File: src/rtl/lsu_pkg.sv
// Shared types and lane helpers for the load/store unit: access sizes, FSM state
// encodings, load-lane extraction and store-lane merge for a 32-bit word memory.
package lsu_pkg;

    typedef enum logic [1:0] {
        SZ_BYTE = 2'b00,
        SZ_HALF = 2'b01,
        SZ_WORD = 2'b10,
        SZ_ILL  = 2'b11
    } size_e;

    typedef logic [2:0] lsu_state_e;

    localparam lsu_state_e ST_IDLE   = 3'd0;
    localparam lsu_state_e ST_RD     = 3'd1;
    localparam lsu_state_e ST_RMW_RD = 3'd2;
    localparam lsu_state_e ST_WR     = 3'd3;
    localparam lsu_state_e ST_RESP   = 3'd4;

    function automatic logic [31:0] lane_extract(input logic [31:0] word,
                                                 input logic [1:0]  off,
                                                 input size_e       size,
                                                 input logic        uns);
        logic [7:0]  b;
        logic [15:0] h;
        logic [31:0] r;
        b = word[{off, 3'b000} +: 8];
        h = off[1] ? word[31:16] : word[15:0];
        case (size)
            SZ_BYTE: r = {{24{~uns & b[7]}}, b};
            SZ_HALF: r = {{16{~uns & h[15]}}, h};
            default: r = word;
        endcase
        return r;
    endfunction

    function automatic logic [31:0] store_merge(input logic [31:0] word,
                                                input logic [31:0] wdata,
                                                input logic [1:0]  off,
                                                input size_e       size);
        logic [31:0] r;
        r = word;
        case (size)
            SZ_BYTE: r[{off, 3'b000} +: 8] = wdata[7:0];
            SZ_HALF: begin
                if (off[1]) r[31:16] = wdata[15:0];
                else        r[15:0]  = wdata[15:0];
            end
            default: r = wdata;
        endcase
        return r;
    endfunction

endpackage

File: src/rtl/lsu_align.sv
// Combinational lane logic: load extraction/extension, sub-word store merge into a
// read word, and alignment checking of an incoming request. Zero latency, no flow control.
module lsu_align
    import lsu_pkg::*;
(
    input  logic [31:0] rd_word,
    input  logic [31:0] wdata,
    input  logic [1:0]  off,
    input  size_e       size,
    input  logic        uns,
    input  logic [1:0]  chk_off,
    input  size_e       chk_size,
    output logic [31:0] ext_dat,
    output logic [31:0] merge_dat,
    output logic        misalign
);

    always_comb begin
        ext_dat   = lane_extract(rd_word, off, size, uns);
        merge_dat = store_merge(rd_word, wdata, off, size);
        case (chk_size)
            SZ_BYTE: misalign = 1'b0;
            SZ_HALF: misalign = chk_off[0];
            SZ_WORD: misalign = |chk_off;
            default: misalign = 1'b1;
        endcase
    end

endmodule

File: src/rtl/lsu.sv
// Load/store unit FSM: one request at a time, sub-word stores done as read-modify-write.
// Zero-wait latency: error 1, load/word store 2, sub-word store 3 cycles; mem_ready=0 stretches.
module lsu
    import lsu_pkg::*;
#(
    parameter int ADDR_W = 32,
    parameter int DATA_W = 32
) (
    input  logic              clk,
    input  logic              rst_n,
    input  logic              req_valid,
    output logic              req_ready,
    input  logic              req_we,
    input  logic [1:0]        req_size,
    input  logic              req_unsigned,
    input  logic [ADDR_W-1:0] req_addr,
    input  logic [DATA_W-1:0] req_wdata,
    output logic              rsp_valid,
    output logic              rsp_err,
    output logic [DATA_W-1:0] rsp_rdata,
    output logic [ADDR_W-1:0] mem_addr,
    output logic [DATA_W-1:0] mem_wdata,
    output logic              mem_read,
    output logic              mem_write,
    input  logic [DATA_W-1:0] mem_rdata,
    input  logic              mem_ready
);

    lsu_state_e        state_q, state_d;
    logic [ADDR_W-1:0] addr_q, addr_d;
    size_e             size_q, size_d;
    logic              uns_q, uns_d;
    logic [DATA_W-1:0] wdata_q, wdata_d;
    logic [DATA_W-1:0] rdata_q, rdata_d;
    logic              err_q, err_d;

    logic [31:0] ext_dat;
    logic [31:0] merge_dat;
    logic        misalign;

    lsu_align u_align (
        .rd_word   (mem_rdata),
        .wdata     (wdata_q),
        .off       (addr_q[1:0]),
        .size      (size_q),
        .uns       (uns_q),
        .chk_off   (req_addr[1:0]),
        .chk_size  (size_e'(req_size)),
        .ext_dat   (ext_dat),
        .merge_dat (merge_dat),
        .misalign  (misalign)
    );

    always_comb begin
        state_d = state_q;
        addr_d  = addr_q;
        size_d  = size_q;
        uns_d   = uns_q;
        wdata_d = wdata_q;
        rdata_d = rdata_q;
        err_d   = err_q;
        case (state_q)
            ST_IDLE: begin
                if (req_valid) begin
                    addr_d  = req_addr;
                    size_d  = size_e'(req_size);
                    uns_d   = req_unsigned;
                    wdata_d = req_wdata;
                    if (misalign) begin
                        err_d   = 1'b1;
                        rdata_d = '0;
                        state_d = ST_RESP;
                    end else if (!req_we) begin
                        state_d = ST_RD;
                    end else if (size_e'(req_size) == SZ_WORD) begin
                        state_d = ST_WR;
                    end else begin
                        state_d = ST_RMW_RD;
                    end
                end
            end
            ST_RD: begin
                if (mem_ready) begin
                    rdata_d = ext_dat;
                    err_d   = 1'b0;
                    state_d = ST_RESP;
                end
            end
            ST_RMW_RD: begin
                // wdata_q is reused to hold the merged word for the write phase
                if (mem_ready) begin
                    wdata_d = merge_dat;
                    state_d = ST_WR;
                end
            end
            ST_WR: begin
                if (mem_ready) begin
                    rdata_d = '0;
                    err_d   = 1'b0;
                    state_d = ST_RESP;
                end
            end
            ST_RESP: state_d = ST_IDLE;
            default: state_d = ST_IDLE;
        endcase
    end

    always_ff @(posedge clk or negedge rst_n) begin
        if (!rst_n) begin
            state_q <= ST_IDLE;
            addr_q  <= '0;
            size_q  <= SZ_BYTE;
            uns_q   <= 1'b0;
            wdata_q <= '0;
            rdata_q <= '0;
            err_q   <= 1'b0;
        end else begin
            state_q <= state_d;
            addr_q  <= addr_d;
            size_q  <= size_d;
            uns_q   <= uns_d;
            wdata_q <= wdata_d;
            rdata_q <= rdata_d;
            err_q   <= err_d;
        end
    end

    assign req_ready = (state_q == ST_IDLE);
    assign mem_read  = (state_q == ST_RD) || (state_q == ST_RMW_RD);
    assign mem_write = (state_q == ST_WR);
    assign rsp_valid = (state_q == ST_RESP);
    assign rsp_err   = err_q;
    assign rsp_rdata = rdata_q;
    assign mem_addr  = {2'b00, addr_q[ADDR_W-1:2]};
    assign mem_wdata = wdata_q;

endmodule

File: config.mk
export PLATFORM = sky130hd
export DESIGN_NAME = lsu
export DESIGN_NICKNAME = d
export VERILOG_FILES = /design/src/rtl/lsu_pkg.sv /design/src/rtl/lsu_align.sv /design/src/rtl/lsu.sv
export SDC_FILE = /design/constraint.sdc
export NUM_CORES = 1
export LEC_CHECK = 0
export ABC_AREA = 1
export BUFFER_PORTS_ARGS = -buffer_cell sky130_fd_sc_hd__clkbuf_2
export CAP_MARGIN = 10
export CORE_ASPECT_RATIO = 1.1
export CORE_UTILIZATION = 55
export DETAILED_ROUTE_END_ITERATION = 7
export PLACE_DENSITY = 0.95
export SYNTH_ARGS = -nofsm -noshare
export SYNTH_HDL_FRONTEND = slang
export SYNTH_SLANG_ARGS = --single-unit
export TNS_END_PERCENT = 30
File: constraint.sdc
create_clock -name clk -period 3.5 [get_ports clk]
set_input_delay 0 -clock clk [delete_from_list [all_inputs] [get_ports clk]]
set_output_delay 0 -clock clk [all_outputs]
set_load 0.01 [all_outputs]
# Word-level counts from Yosys, hierarchy flattened
# Cells that the tools add are included.
# W data, S select, Z words.
dict set report word_totals {
  reg_bits 103
  in_bits 104
}
dict set report classes {
  n_addsub 1
  n_eq_ne 15
  shifts 3
  mux 26
  n_bitwise 3
  n_reduce_logical 15
}
# cell count
set op_table {}
lappend op_table {{$mux W32} 6}
lappend op_table {{$pmux W32 S2} 3}
lappend op_table {{$pmux W32 S3} 1}
lappend op_table {{$mux W16} 3}
lappend op_table {{$bwmux W32} 1}
lappend op_table {{$shift A8 B7 Y32 const A} 1}
lappend op_table {{$shiftx A32 B6 Y8} 1}
lappend op_table {{$shiftx A8 B7 Y32} 1}
lappend op_table {{$mux W3} 4}
lappend op_table {{$reduce_and A5 Y1} 2}
lappend op_table {{$pmux W3 S3} 1}
lappend op_table {{$reduce_and A4 Y1} 2}
lappend op_table {{$neg A5 Y7} 1}
lappend op_table {{$eq A3 B2 Y1 const B} 2}
lappend op_table {{$ne A2 B1 Y1 const B} 3}
lappend op_table {{$ne A2 B2 Y1 const B} 3}
lappend op_table {{$eq A2 B1 Y1 const B} 2}
lappend op_table {{$logic_not A2 Y1} 2}
lappend op_table {{$mux W1} 4}
lappend op_table {{$reduce_bool A2 Y1} 2}
lappend op_table {{$reduce_or A2 Y1} 2}
lappend op_table {{$eq A3 B1 Y1 const B} 1}
lappend op_table {{$eq A3 B3 Y1 const B} 1}
lappend op_table {{$logic_not A3 Y1} 1}
lappend op_table {{other kinds (12)} 13}

# Logic depth before layout (Yosys ltp)
# Gate-level depths: netlist of run 1.
dict set report depth {
  depth_word 6
  mapped_depth 12
  mapped_depth_nobuf 11
}

# Cells and area by module
# A second synthesis of run 1 with hierarchy kept.
dict set report hier_totals {
  cells_unflattened 1052
  area_unflattened_um2 6859.1
}
# module n_inst cells_per_inst area_per_inst_um2 seq_area_each_um2
set modules_own_cells {}
lappend modules_own_cells {lsu 1 669 4976.0 2577.5}
lappend modules_own_cells {lsu_align 1 383 1883.1 0.0}

# Least setup slack after synthesis of run 1
# OpenSTA, ideal clock, no wires.
dict set report synth_timing {
  kind {reg2reg}
  startpoint {reg addr_q[1]}
  endpoint {reg wdata_q[23] (netlist: mem_wdata[23])}
  setup_ns 0.124
  arrival_time_ns 1.956
  path_slack_ns 1.420
  stages_incl_launch_ff 11
  path_buffers 3
  period_less_slack_ns 2.080
  path_cell_list {dfrtp_1 > inv_2 > buf_1 > ha_1 > clkbuf_1 > clkbuf_1 > nor2_1 > a21oi_1 > o21ai_0 > o211ai_1 > nand2_1}
}
dict set report synth_via {
  elab_chain_len 6
}
# item line_no
set synth_rtl {}
lappend synth_rtl {{start: declaration} lsu.sv:30} ;# logic [ADDR_W-1:0] addr_q, addr_d;
lappend synth_rtl {{start signal: assignment} lsu.sv:119} ;# addr_q <= addr_d;
lappend synth_rtl {{$neg A5 Y7} lsu_pkg.sv:44} ;# SZ_BYTE: r[{off, 3'b000} +: 8] = wdata[7:0];
lappend synth_rtl {{$shiftx A8 B7 Y32 or $shift A8 B7 Y32 (tied branches)} lsu_pkg.sv:44}
lappend synth_rtl {{$bwmux W32} lsu_pkg.sv:44}
lappend synth_rtl {{$pmux W32 S2 *} lsu_pkg.sv:43} ;# case (size)
lappend synth_rtl {{$mux W32 *} lsu.sv:91} ;# if (mem_ready) begin
lappend synth_rtl {{$pmux W32 S2 *} lsu.sv:62} ;# case (state_q)
lappend synth_rtl {{end signal: assignment} lsu.sv:122} ;# wdata_q <= wdata_d;
lappend synth_rtl {{end: declaration} lsu.sv:33} ;# logic [DATA_W-1:0] wdata_q, wdata_d;
# Every way passes the cells marked *; elsewhere a longest branch is shown, timed or not. The select of a mux whose other input is x is not followed.
# A chain may end at the register's enable or synchronous reset.

# Final worst setup path of run 1
dict set report layout_timing {
  startpoint {reg state_q[0]}
  endpoint {reg wdata_q[4] (netlist: mem_wdata[4])}
}
dict set report layout_via {
  elab_chain_len 3
}
# item line_no
set layout_rtl {}
lappend layout_rtl {{start: declaration} lsu.sv:29} ;# lsu_state_e state_q, state_d;
lappend layout_rtl {{start signal: assignment} lsu.sv:118} ;# state_q <= state_d;
lappend layout_rtl {{$eq A3 B2 Y1 or $logic_not A3 Y1 (tied branches)} lsu.sv:62}
lappend layout_rtl {{$ne A3 B1 Y1 (no line), or another cell as far along} -}
lappend layout_rtl {{$reduce_and A5 Y1 (no line)} -}
# Several ways; a longest one is shown, not always the timed one.

==> metrics.yaml, run 1 <==
clock_tree:
  root_buffer: "clkbuf_16"
  clock_path_buffers: 2
  clkSinkCount: 103
  cts_resized: 0
  cts_tree: "yes"
  htree_levels: 3
  cts_buffers: 9
  clkTransAtPathRegs_ps: 80
  clock_latency_ps: 360
global_routing:
  grt_pass1_wl_mm: 32.8
  grt_pass1_vias: 6416
  grt_max_degree: 79
  antenna_found_initial: 1
  gr-total-overflow: 0
  grt_usage: 0.382
power:
  max-vdd-ir-drop_uv: 593
  power.total_mw: 7.08
  power_density_nw_per_um2: 909
  p_leak_nw: 4.20
setup_path:
  worstSetupStartpointType: "register"
  required_ps: 3780
  reg2reg_to: "mem_wdata[4]"
  r2r-start: "state_q[0]"
  rrSetupSlack_ps: 710
  critical_path_class: "register to register"
  crit_start: "state_q[0]"
  crit_fanout: 21
  end_kind: "register"
  ff2ff_path_depth: 7
  worstSetupEndpoint: "mem_wdata[4]"
  cp.arrival_ps: 3080
logic_synthesis:
  ys_seq_area_frac: 0.432
  synth-main-ff-cell: "dfrtp_1"
  synth_area_leaders: "dfrtp_1 43%, nand2_1 19%, mux2_2 5.7%, buf_4 4.3%, o21ai_0 4.1%"
  synthCells: 783
  synth_warnings: 0
  synth_top_area_frac: 0.432
  synth-edff-count: 0
  synth_top_area_cell: "dfrtp_1"
  async_reset_ff_frac: 1.00
  syn_avg_cell_area_sq_um: 7.62
  ys_ff_latch: 103
  netlist_area_sq_um: 5970
  synth_cell_type_count: 35
timing:
  whs_ps: 9.42
  rsz0062_at_grt: "false"
  final_hold_viol_count: 0
  setup_violations: 0
  timing.final.crit_share: 0.798
  worst_slack_ps: 708
  drv_slew: 0
  slew_headroom: 0.196
  worstMarginPinSlew_ps: 1200
  fin_crit_ps: 2790
  fin_setup_tns_ps: 0
  finClkSkew_ps: 5.84
  fmax_mhz: 358
die:
  die_h_microns: 111
  io_pins: 205
  core_area_sq_um: 10500
  initial_core_util: 0.569
  fp.dieW_microns: 101
  dieArea_sq_um: 11300
  row_count: 39
final_layout:
  num-nets-final: 1116
  fillers: 768
  layout-drive-gt1-share: 0.275
  syn2layout_area_growth_pct: 30.5
drt:
  detail_route.wl_per_cell_microns: 18.0
  routed_wl_mm: 20.9
  drc: 0
  postRouteAntennaNets: 0
  vias: 6616
  dr.pass1.iters: 6
  drt_iter0_drc: 724
  vias_per_cell: 5.72
placement:
  place_ws_ps: 1280
  io_buffers: 202
  hpwl_mm: 13.4
  finalWeightedCongestion: 0.971
job:
  max-cap-violations: 0
run_status:
  status: "finished clean"
worst_hold_path:
  holdCritPathClass: "input port to register"
## synth_stat cells (10+ instances only)
cell type / number
nor2_1: 54
o21ai_1: 12
o211ai_1: 10
nand2_1: 303
a21oi_1: 44
buf_4: 34
nor3_1: 10
mux2_2: 30
inv_1: 32
buf_2: 16
dfrtp_1: 103
nand3_1: 27
o21ai_0: 49
## stage by stage
stage	instance area, sq um	util	instances
final	7790	0.742	1157
after global routing	7780	0.742	1156
after CTS	7780	0.742	1155
after detailed placement	6800	0.648	1070
after global placement	6800	0.648	1070
after floorplan	5970	-	784
## flip-flops by register name (all words and copies together), names as in the netlist
register	cells
rsp_rdata	32
mem_wdata	32
addr_q	32
state_q	3
rsp_err	1
uns_q	1
size_q	2
## how the worst min path moves through the flow
stage / cells past startpoint / slack [ps] / from / to
6_report: 3 / 9 / req_wdata[0] / mem_wdata[0]
5_1_grt: 3 / 30 / mem_rdata[2] / mem_wdata[2]
4_1_cts: 3 / 1 / req_wdata[0] / mem_wdata[0]
3_5_place_dp: 1 / 230 / rst_n / addr_q[1]
3_3_place_gp: 1 / 220 / rst_n / mem_wdata[4]
2_1_floorplan: 0 / -300 / rst_n / addr_q[0]
## layer usage
metal  vias to the layer above  share of wire  GRT usage
met5                         -              0          0
met4                         0          0.068      0.251
met3                       125          0.089     0.0738
met2                       478           0.48      0.628
met1                      3063           0.36      0.450
li1                       2950              -          -
## cells in the final DEF, fill, tap and decap left out, types with 2 or more instances in the layout
cell type | Yosys | layout
nor2_1 | 54 | 54
ha_1 | 5 | 5
nand2_1 | 303 | 303
a22oi_1 | 8 | 8
buf_4 | 34 | 9
nand3_4 | 3 | 3
diode_2 | 0 | 2
nand3_1 | 27 | 27
o21ai_0 | 49 | 49
o211ai_1 | 10 | 10
nand2_4 | 2 | 2
clkbuf_2 | 0 | 201
a31oi_1 | 2 | 2
inv_2 | 7 | 7
inv_1 | 32 | 32
mux2_2 | 30 | 30
a21oi_1 | 44 | 44
dlygate4sd3_1 | 0 | 69
dfrtp_1 | 103 | 103
inv_6 | 0 | 3
conb_1 | 1 | 2
nor3_1 | 10 | 10
clkbuf_16 | 0 | 9
nand2_2 | 3 | 3
o21ai_1 | 12 | 12
## what timing repair did
item / CTS / global route
buffers inserted: 0 / 0
hold buffers: 69 / 0
hold endpoints to repair: 142 / 0
## critical path: stages, from the launching register on
cell and delay (ps):
dfrtp_1 430, nor2_1 200, nand2_1 480, buf_4 420, a21oi_2 350, a22oi_1 110
dlygate4sd3_1 590, o21ai_1 130
## power by group
part / internal, mW / total, mW / switching (mW)
Combinational: 1.34 / 3.84 / 2.50
Sequential: 1.77 / 2.21 / 0.445
Clock: 0.508 / 1.03 / 0.522
Total: 3.61 / 7.08 / 3.46
## kinds of logic after synthesis
group | after synthesis | synth area share
DFF | 103 | 0.432
and+or+nand+nor | 409 | 0.284
adders and majority gates | 5 | 0.0105
muxes | 30 | 0.0566
buffers and inverters | 106 | 0.0964
other | 1 | 0.000628
AOI/OAI and AO/OA | 129 | 0.120
## area by class of cell
cell class	instances	area, sq um	share of cell area
inverter	39	146	0.0188
antenna	2	5.00	0.000643
multi-input combinational	575	2820	0.362
tap	143	179	0.0230
clock inverter	7	70.1	0.00900
clock buffer	9	225	0.0289
sequential	103	2580	0.331
timing repair buffer	279	1760	0.227
Power figures use the tool's default switching activity.
==> run 2, diff against run 1 <==
Settings changed: CORE_UTILIZATION 55 to 46, PLACE_DENSITY 0.95 to 0.85.
Clock period 3.5 ns to 2.35 ns, I/O delays scaled along.
==> metrics.yaml, run 2 (synthesis results as in run 1) <==
setup_path:
  crit_buf_inv: 2  # unchanged
  end_kind: "register"
  slowest_stage: "dfrtp_1"
  crit_fanout: 23  # +9.5%
  critical_path_class: "register to register"
  cpLargestDelayFamily: "simple AND/OR/NAND/NOR gates"
  crit_chain: "inv_1 > nand2_1 > nor2_2 > nand3_1 > nand2_1 > nand2_1 > buf_4 > nand2_1 > nand2_1"
  required_ps: 2590  # -1190 ps
  critPathMaxStageDelay_ps: 390  # -200 ps
  reg2reg_to: "rsp_rdata[13]"
  ff2ff_path_depth: 9  # +2
  rrSetupSlack_ps: 410  # -300 ps
  worstSetupStartpointType: "register"
  worst_path_most_repeated_cell: "nand2_1"
  r2r-start: "state_q[2]"
  cp.arrival_ps: 2180  # -900 ps
job:
  max-cap-violations: 0  # unchanged
global_routing:
  grt_usage: 0.276  # -0.106
  gr-total-overflow: 0  # unchanged
  grt_max_degree: 54  # -32%
  antenna_found_initial: 1  # unchanged
  grt_pass1_wl_mm: 29.3  # -11%
  grt_pass1_vias: 5870  # -8.5%
clock_tree:
  htree_levels: 3  # unchanged
  root_buffer: "clkbuf_16"
  clkSinkCount: 103  # unchanged
  clock_path_buffers: 2  # unchanged
  clock_latency_ps: 360  # about the same
  cts_buffers: 9  # unchanged
  cts_tree: "yes"
  postCtsSetupBuffers: 0  # unchanged
  clkTransAtPathRegs_ps: 80  # about the same
power:
  power.total_mw: 10.4  # +47%
  power_density_nw_per_um2: 1320  # +45%
  p_leak_nw: 4.25  # +1.0%
  max-vdd-ir-drop_uv: 682  # +15%
timing:
  setup_violations: 0  # unchanged
  finClkSkew_ps: 11.2  # +5.38 ps
  fin_crit_ps: 1940  # -853 ps
  fin_setup_tns_ps: 0  # unchanged
  final_hold_viol_count: 0  # unchanged
  slew_headroom: 0.563  # +0.367
  timing.final.crit_share: 0.825  # +0.0276
  worstMarginPinSlew_ps: 655  # -548 ps
  fmax_mhz: 515  # +44%
  rsz0062_at_grt: "false"
  drv_slew: 0  # unchanged
worst_hold_path:
  hold_end: "mem_wdata[7]"
  hold_depth: 3  # unchanged
  holdCritPathClass: "input port to register"
  min_from: "mem_rdata[7]"
drt:
  met3WireLength_mm: 1.27  # -32%
  vias: 6194  # -6.4%
  wl_met2_mm: 8.76  # -13%
  dr.pass1.iters: 5  # -1
  postRouteAntennaNets: 0  # unchanged
  routed.top_layer: "met4"
  detail_route.wl_per_cell_microns: 15.8  # -13%
  drc: 0  # unchanged
  vias_per_cell: 5.28  # -7.7%
  routed_wl_mm: 18.5  # -11%
  drt_iter0_drc: 594  # -18%
  met1_length_mm: 7.64  # +1.3%
placement:
  dpl_cell_area_sq_um: 6880  # +1.3%
  hpwl_mm: 12.9  # -3.5%
  io_buffers: 202  # unchanged
  dpl.cell_count: 1090  # +1.9%
  finalWeightedCongestion: 0.957  # -1.4%
final_layout:
  final_cells: 1174  # +1.5%
  final_util: 0.622  # -0.120
  num-nets-final: 1120  # +0.36%
  final_common_cell: "nand2_1"
  syn2layout_area_growth_pct: 31.8
  final_cell_mix: "303 x nand2_1, 201 x clkbuf_2, 103 x dfrtp_1"
  layout-drive-gt1-share: 0.280  # +0.00482
  design_area_sq_um: 7870  # +1.0%
  fillers: 1088  # +42%
die:
  initial_core_util: 0.472  # -0.0968
  dieArea_sq_um: 13400  # +19%
  io_pins: 205  # unchanged
  core_area_sq_um: 12600  # +21%
  row_count: 43  # +10%
  fp.dieW_microns: 111  # +9.2%
  die_h_microns: 121  # +9.2%
run_status:
  status: "finished clean"
## run 2: cell types whose count changed in the layout (fill, tap and decap cells not counted), sizes merged
cell and delta:
diode -1, dlygate4sd3 -2, bufinv +1, clkinvlp -1, buf +6
## run 2: layer usage
layer,up-vias,GRT usage
li1,2971,-
met1,2811,0.356
met2,339,0.451
met3,73,0.0415
met4,0,0.147
met5,-,0
## run 2: how the worst max path moves through the flow
stage | from | end | slack [ps] | cells past startpoint
finish | state_q[2] | rsp_rdata[13] | 410 | 9
floorplan | addr_q[1] | mem_wdata[23] | 270 | 10
global placement | state_q[0] | rsp_err | 530 | 9
CTS | size_q[1] | mem_wdata[4] | 440 | 8
global route | size_q[1] | mem_wdata[1] | 170 | 8
detailed placement | state_q[0] | rsp_err | 460 | 9
## run 2: layout make-up
class	count	area [sq um]	share of cell area
clock buffer	9	225	0.0286
antenna	1	2.50	0.000318
tap	157	196	0.0250
multi-input combinational	575	2820	0.358
timing repair buffer	283	1810	0.231
clock inverter	7	83.8	0.0107
sequential	103	2580	0.328
inverter	39	146	0.0186
## run 2: per-stage QoR
step	setup slack, ps	hold WS, ps
after detailed placement	459	65.0
after CTS	442	3.55
after global routing	174	37.4
final	410	10.0
after floorplan	270	-296
after global placement	530	62.1
## run 2: what timing repair did
action	in CTS	in global routing
hold buffers	67	0
gates resized for setup	0	0
hold endpoints to repair	116	0
## run 2: worst min-delay path, stage by stage
cell      delay (ps)
clkbuf_2         120
a22oi_1           80
o21ai_1          120
## run 2: power breakdown
part	internal (mW)	leakage [nW]	switching, mW
logic	2.06	2.80	3.50
registers	2.64	1.29	0.617
clock network	0.852	0.155	0.725
total	5.55	4.25	4.84
